===== src/rtl/fetch_unit_pkg.sv =====
// rtl/fetch_unit_pkg.sv - shared processor types for fetch, memory and interpreter
// Purpose: address/instruction widths, fetch FSM state encoding and PC helpers.
// Ports: none (package).
package fetch_unit_pkg;

  localparam int ADDR_W = 4;
  localparam int INST_W = 16;
  localparam int LAT_W  = 3;

  typedef enum logic [2:0] {
    S_IDLE,
    S_REQ,
    S_WAIT,
    S_VALID,
    S_HALT
  } fetch_state_t;

  // One bit wider than the PC so that PROG_LEN=16 is representable.
  typedef logic [ADDR_W:0] pc_ext_t;

  // True when the instruction at pc is the last one of the program.
  function automatic logic pc_at_end(input logic [ADDR_W-1:0] pc, input int prog_len);
    return (pc_ext_t'({1'b0, pc}) + pc_ext_t'(1)) == pc_ext_t'(prog_len);
  endfunction

  function automatic logic pc_in_range(input logic [ADDR_W-1:0] pc, input int prog_len);
    return pc_ext_t'({1'b0, pc}) < pc_ext_t'(prog_len);
  endfunction

endpackage


===== src/rtl/fetch_unit_lat_counter.sv =====
// rtl/fetch_unit_lat_counter.sv - memory latency down-counter for the fetch unit
// Purpose: loaded with the memory latency when a request issues, counts down
//          while waiting; o_done marks the cycle whose read data is valid.
// Ports:
//   i_clk, i_rst   clock, async active-high reset
//   i_load         load i_load_val (takes priority over i_dec)
//   i_load_val     latency value
//   i_dec          decrement (saturates at zero)
//   o_done         count == 1
module fetch_lat_counter
  import fetch_unit_pkg::*;
(
  input  logic             i_clk,
  input  logic             i_rst,
  input  logic             i_load,
  input  logic [LAT_W-1:0] i_load_val,
  input  logic             i_dec,
  output logic             o_done
);

  logic [LAT_W-1:0] r_count;

  always_ff @(posedge i_clk or posedge i_rst) begin
    if (i_rst) begin
      r_count <= '0;
    end else if (i_load) begin
      r_count <= i_load_val;
    end else if (i_dec && (r_count != '0)) begin
      r_count <= r_count - LAT_W'(1);
    end
  end

  assign o_done = (r_count == LAT_W'(1));

endmodule


===== src/rtl/fetch_unit.sv =====
// rtl/fetch_unit.sv - instruction fetch FSM with fixed-latency ROM and redirect
// Purpose: fetches PROG_LEN instructions from a ROM of latency MEM_LAT and hands
//          each to the interpreter with a valid/ready handshake.
// Ports:
//   i_clk, i_rst              clock, async active-high reset
//   i_start                   begin fetching at address 0 (IDLE only)
//   o_mem_en, o_mem_addr      ROM read request
//   i_mem_data                ROM read data
//   o_inst, o_inst_pc         fetched instruction and its address
//   o_inst_valid, i_inst_ready  instruction handshake
//   i_redirect_valid, i_redirect_pc  load a new PC
//   o_halted                  program complete
module fetch_unit
  import fetch_unit_pkg::*;
#(
  parameter int PROG_LEN = 9,
  parameter int MEM_LAT  = 1
) (
  input  logic              i_clk,
  input  logic              i_rst,
  input  logic              i_start,
  output logic              o_mem_en,
  output logic [ADDR_W-1:0] o_mem_addr,
  input  logic [INST_W-1:0] i_mem_data,
  output logic [INST_W-1:0] o_inst,
  output logic [ADDR_W-1:0] o_inst_pc,
  output logic              o_inst_valid,
  input  logic              i_inst_ready,
  input  logic              i_redirect_valid,
  input  logic [ADDR_W-1:0] i_redirect_pc,
  output logic              o_halted
);

  fetch_state_t      r_state;
  logic [ADDR_W-1:0] r_pc;
  logic              r_mem_en;
  logic [ADDR_W-1:0] r_mem_addr;
  logic [INST_W-1:0] r_inst;
  logic [ADDR_W-1:0] r_inst_pc;
  logic              r_inst_valid;
  logic              r_halted;

  logic              w_lat_done;
  logic [ADDR_W-1:0] w_pc_next;

  assign w_pc_next = r_pc + ADDR_W'(1);

  fetch_lat_counter u_lat_counter (
    .i_clk      (i_clk),
    .i_rst      (i_rst),
    .i_load     (r_state == S_REQ),
    .i_load_val (LAT_W'(MEM_LAT)),
    .i_dec      (r_state == S_WAIT),
    .o_done     (w_lat_done)
  );

  always_ff @(posedge i_clk or posedge i_rst) begin
    if (i_rst) begin
      r_state      <= S_IDLE;
      r_pc         <= '0;
      r_mem_en     <= 1'b0;
      r_mem_addr   <= '0;
      r_inst       <= '0;
      r_inst_pc    <= '0;
      r_inst_valid <= 1'b0;
      r_halted     <= 1'b0;
    end else if (i_redirect_valid && (r_state != S_IDLE)) begin
      // Redirect wins over everything outside IDLE; any pending capture is
      // dropped. A handshake in the same cycle still consumes the instruction
      // because inst_valid falls here.
      r_pc         <= i_redirect_pc;
      r_mem_addr   <= i_redirect_pc;
      r_inst_valid <= 1'b0;
      if (pc_in_range(i_redirect_pc, PROG_LEN)) begin
        r_state  <= S_REQ;
        r_mem_en <= 1'b1;
        r_halted <= 1'b0;
      end else begin
        r_state  <= S_HALT;
        r_mem_en <= 1'b0;
        r_halted <= 1'b1;
      end
    end else begin
      case (r_state)
        S_IDLE: begin
          if (i_start) begin
            r_pc       <= '0;
            r_mem_addr <= '0;
            r_mem_en   <= 1'b1;
            r_state    <= S_REQ;
          end
        end
        S_REQ: begin
          r_state <= S_WAIT;
        end
        S_WAIT: begin
          if (w_lat_done) begin
            r_inst       <= i_mem_data;
            r_inst_pc    <= r_pc;
            r_inst_valid <= 1'b1;
            r_mem_en     <= 1'b0;
            r_state      <= S_VALID;
          end
        end
        S_VALID: begin
          if (i_inst_ready) begin
            r_inst_valid <= 1'b0;
            r_pc         <= w_pc_next;
            r_mem_addr   <= w_pc_next;
            if (pc_at_end(r_pc, PROG_LEN)) begin
              r_state  <= S_HALT;
              r_halted <= 1'b1;
            end else begin
              r_state  <= S_REQ;
              r_mem_en <= 1'b1;
            end
          end
        end
        S_HALT: begin
          r_halted <= 1'b1;
        end
        default: begin
          r_state <= S_IDLE;
        end
      endcase
    end
  end

  assign o_mem_en     = r_mem_en;
  assign o_mem_addr   = r_mem_addr;
  assign o_inst       = r_inst;
  assign o_inst_pc    = r_inst_pc;
  assign o_inst_valid = r_inst_valid;
  assign o_halted     = r_halted;

endmodule

===== config.mk =====
export PLATFORM = sky130hd
export DESIGN_NAME = fetch_unit
export DESIGN_NICKNAME = d
export VERILOG_FILES = /design/src/rtl/fetch_unit_pkg.sv /design/src/rtl/fetch_unit_lat_counter.sv /design/src/rtl/fetch_unit.sv
export SDC_FILE = /design/constraint.sdc
export NUM_CORES = 1
export LEC_CHECK = 0
export CORE_UTILIZATION = 50
export CTS_BUF_LIST = sky130_fd_sc_hd__clkbuf_8
export DETAILED_ROUTE_END_ITERATION = 8
export PLACE_DENSITY = 0.9
export SLEW_MARGIN = 0
export SYNTH_ARGS = -nofsm -noshare
export SYNTH_HDL_FRONTEND = slang
export SYNTH_SLANG_ARGS = --single-unit

===== constraint.sdc =====
create_clock -name i_clk -period 1.95 [get_ports i_clk]
set_input_delay 0.4875 -clock i_clk [delete_from_list [all_inputs] [get_ports i_clk]]
set_output_delay 0.4875 -clock i_clk [all_outputs]
set_load 0.005 [all_outputs]

==> metrics.log <==
[metrics] layout cell share with drive strength beyond 1: 0.206
[metrics] EDFF count, synth: 0
[metrics] total number of yosys warnings: 0
[metrics] final standard cell count with taps included and fillers excluded: 279
[metrics] GRT Util Overall: 0.259
[metrics] first-pass iteration count of the detailed router: 4
[metrics] slew at the pin closest to its max-slew limit: 411 ps
[metrics] launch instance of the worst register-to-register path: u_lat_counter.r_count[1]$_DFFE_PP0P_
[metrics] minimum hold slack: 512 ps
[metrics] Row Count: 21
[metrics] final worst-path cycle share: 0.912
[metrics] count of hold buffers inserted by post-cts repair: 0
[metrics] largest fanout on the critical path: 7
[metrics] Syn-to-layout area delta: 39.8%
[metrics] maximum resistive drop on vdd: approximately 0.00072 V
[metrics] area of the core region: between 3000 and 4000 um2
[metrics] Die X: 63.3 um
[metrics] die span in y: 63.3 um
[metrics] post-synthesis sequential area ratio: 0.439
[metrics] routed vias: 1607
[metrics] number of flip-flops and latches in the synthesized netlist: 33
[metrics] vias in the first global route: 1563
[metrics] family of cells with the greatest summed delay on the critical path: buffers and inverters
[metrics] count of antenna diodes in the layout: 0
[metrics] crit path launch: o_mem_addr[1]$_DFFE_PP0P_
[metrics] critical path's slowest cell: clkdlybuf4s50_1
[metrics] data required time at the worst endpoint: 1460 ps
[metrics] Hold Path Class: flip-flop to flip-flop
[metrics] Inst Count DP: 271
[metrics] overflow left after global routing: 0
[metrics] First DRT Iteration DRCs: between 100 and 150
[metrics] initial antenna violation count: 0
[metrics] power per cell area: 1510 nW/um2
[metrics] count of boundary I/O pins: 52
[metrics] Port Buffer Count: 51
[metrics] number of filler instances in the final layout: 225
[metrics] critical path launch point type: flip-flop
[metrics] cts repair resizes: 0
[metrics] overall die area: roughly 4000 um2
[metrics] internal reg-to-reg setup slack: 270 ps
[metrics] Final setup viols: 0
[metrics] Worst slew margin: 0.726
[metrics] Bufs and invs on worst path: 1
[metrics] endpoints failing hold: 0
[metrics] clock sinks: 33
[metrics] critical path endpoint category: primary output
[metrics] Cells after Synth: 170
[metrics] LEAKAGE: 1.21 nW
[metrics] final net count: 262
[metrics] critical setup path kind: flip-flop to primary output
[metrics] post-route core utilization: 0.758
[metrics] CTS buffer count: 5
[metrics] run status: finished clean
[metrics] Period minus WS final: 1780 ps
[metrics] chain of cells forming the critical path: clkdlybuf4s50_1
[metrics] RSZ-0062 raised after global routing: false
[metrics] total design power: 3.96 mW
[metrics] Critical Path AT: 1290 ps
[metrics] initial core utilization: 0.542
[metrics] proportion of register bits with asynchronous set or reset after synthesis: 1.00
[metrics] Post-CTS Repair Setup Buffers: 0
[metrics] number of buffers on the longest clock path: 2
[metrics] WL final: 4750 um
[metrics] post-DP HPWL: 3310 um
[metrics] source-to-sink clock delay at the later pin of the worst-skew pair: between 200 and 300 ps
[metrics] post-detailed-route via-to-cell ratio: 5.76
[metrics] max-cap violation count: 0
[metrics] wire length of the first global-routing pass: just under 8000 um
[metrics] post-synthesis cell area: 1880 um2
[metrics] biggest cell delay along the critical path: 540 ps
[metrics] CTS tree: done
[metrics] worst clock skew on the final layout: 6.79 ps
[metrics] clock root buffer master: clkbuf_8
[metrics] clock-pin slew reported for the worst setup and hold paths after clock tree synthesis: roughly 70 ps
[metrics] max-slew violation total from the final report: 0
[metrics] maximum number of pins on one net before global-route repair: 34
[metrics] drc violations: 0
[metrics] f_max: 562 MHz
[metrics] Syn Nets: 200
[metrics] beginning of the worst hold path: o_inst[6]$_DFFE_PP0P_
[metrics] Antenna Violating Nets Remaining: 0
[metrics] Avg Synthesized Cell Area: 11.1 um2
[metrics] count of unique library cells instantiated by Yosys: 50
[metrics] Top FF cell, synth: dfrtp_1
[metrics] CTS H-Tree Depth: 2
[metrics] final weighted congestion of routability-driven global placement: 0.907
[metrics] per-cell routed wire length: 17.0 um
==> area by class of cell <==
class,instances,area [um2],share of cell area
Multi-Input combinational cell,115,943,0.359
Sequential cell,33,826,0.314
Timing Repair Buffer,65,641,0.244
Clock buffer,6,82.6,0.0314
Tap cell,46,57.6,0.0219
Inverter,12,45.0,0.0171
Clock inverter,2,33.8,0.0129
==> layer usage <==
metal,vias up,wire length [um],part of all wire,global-route usage
met5,-,0,0,0
met4,0,125,0.026,0.128
met2,90,2170,0.46,0.400
met1,755,2120,0.45,0.344
li1,745,-,-,-
met3,17,340,0.072,0.0507
==> state kept, by name, summed over array words and instances (netlist names) <==
name and cells:
o_halted 1, o_inst 16, o_inst_pc 4, o_inst_valid 1, o_mem_addr 4, o_mem_en 1
r_state 3, u_lat_counter.r_count 3
==> synth_stat cells, drive strengths merged, types with 2 or more instances <==
cell,count,area share
a21oi,10,0.027
o31ai,2,0.0080
dfrtp,33,0.44
clkbuf,2,0.0047
a221oi,2,0.0093
inv,12,0.024
nand2b,3,0.010
nor3,3,0.0080
mux2,20,0.16
o22a,2,0.0093
a22oi,6,0.027
nand3,2,0.0053
o21ai,9,0.024
nor2,11,0.026
a32oi,5,0.023
buf,8,0.031
nand2,7,0.015
o22ai,3,0.010
ha,5,0.033
or2,2,0.0067
and3,2,0.0067
nor2b,2,0.0067
==> cells by family after synthesis <==
| family | Yosys count | synth area share |
|---|---|---|
| AOI/OAI and AO/OA | 47 | 0.173 |
| adders and majority gates | 5 | 0.0333 |
| buffers and inverters | 22 | 0.0592 |
| DFF | 33 | 0.439 |
| muxes | 21 | 0.163 |
| and+or+nand+nor | 42 | 0.132 |
==> worst paths after layout <==
path	to	depth (start not counted)
max	o_mem_addr[1]	1
min	o_inst[6]$_DFFE_PP0P_	1
max reg2reg	o_inst_pc[1]$_DFFE_PP0P_	7
min reg2reg	o_inst[6]$_DFFE_PP0P_	1
max in group asynchronous	o_inst[5]$_DFFE_PP0P_	3
min in group asynchronous	o_inst_valid$_DFFE_PP0P_	3
==> layout by cell type (no fill, tap or decap), types with 5 or more instances in the layout <==
| cell type | n |
|---|---|
| a21oi_1 | 10 |
| clkbuf_8 | 6 |
| dfrtp_1 | 33 |
| nor2_1 | 10 |
| a22oi_1 | 5 |
| a32oi_1 | 5 |
| clkdlybuf4s50_1 | 51 |
| o21ai_0 | 8 |
| ha_1 | 5 |
| mux2_4 | 19 |
| buf_4 | 12 |
| nand2_1 | 6 |
| inv_1 | 13 |
==> stage by stage <==
step / setup WS [ps] / area, um2 / TNS, ps
global route: 113 / 2630 / 0
detailed placement: -28.7 / 2510 / -342
CTS: 167 / 2630 / 0
floorplan: 423 / 1880 / 0
global placement: 49.4 / 2510 / 0
finish: 172 / 2630 / 0
==> power breakdown <==
part | leakage [nW] | switching, mW | internal (mW) | total [mW]
clock | 0.0626 | 0.259 | 0.411 | 0.670
combinational | 0.733 | 0.853 | 1.20 | 2.05
sequential | 0.411 | 0.247 | 0.993 | 1.24
(Power assumes the default switching activity.)
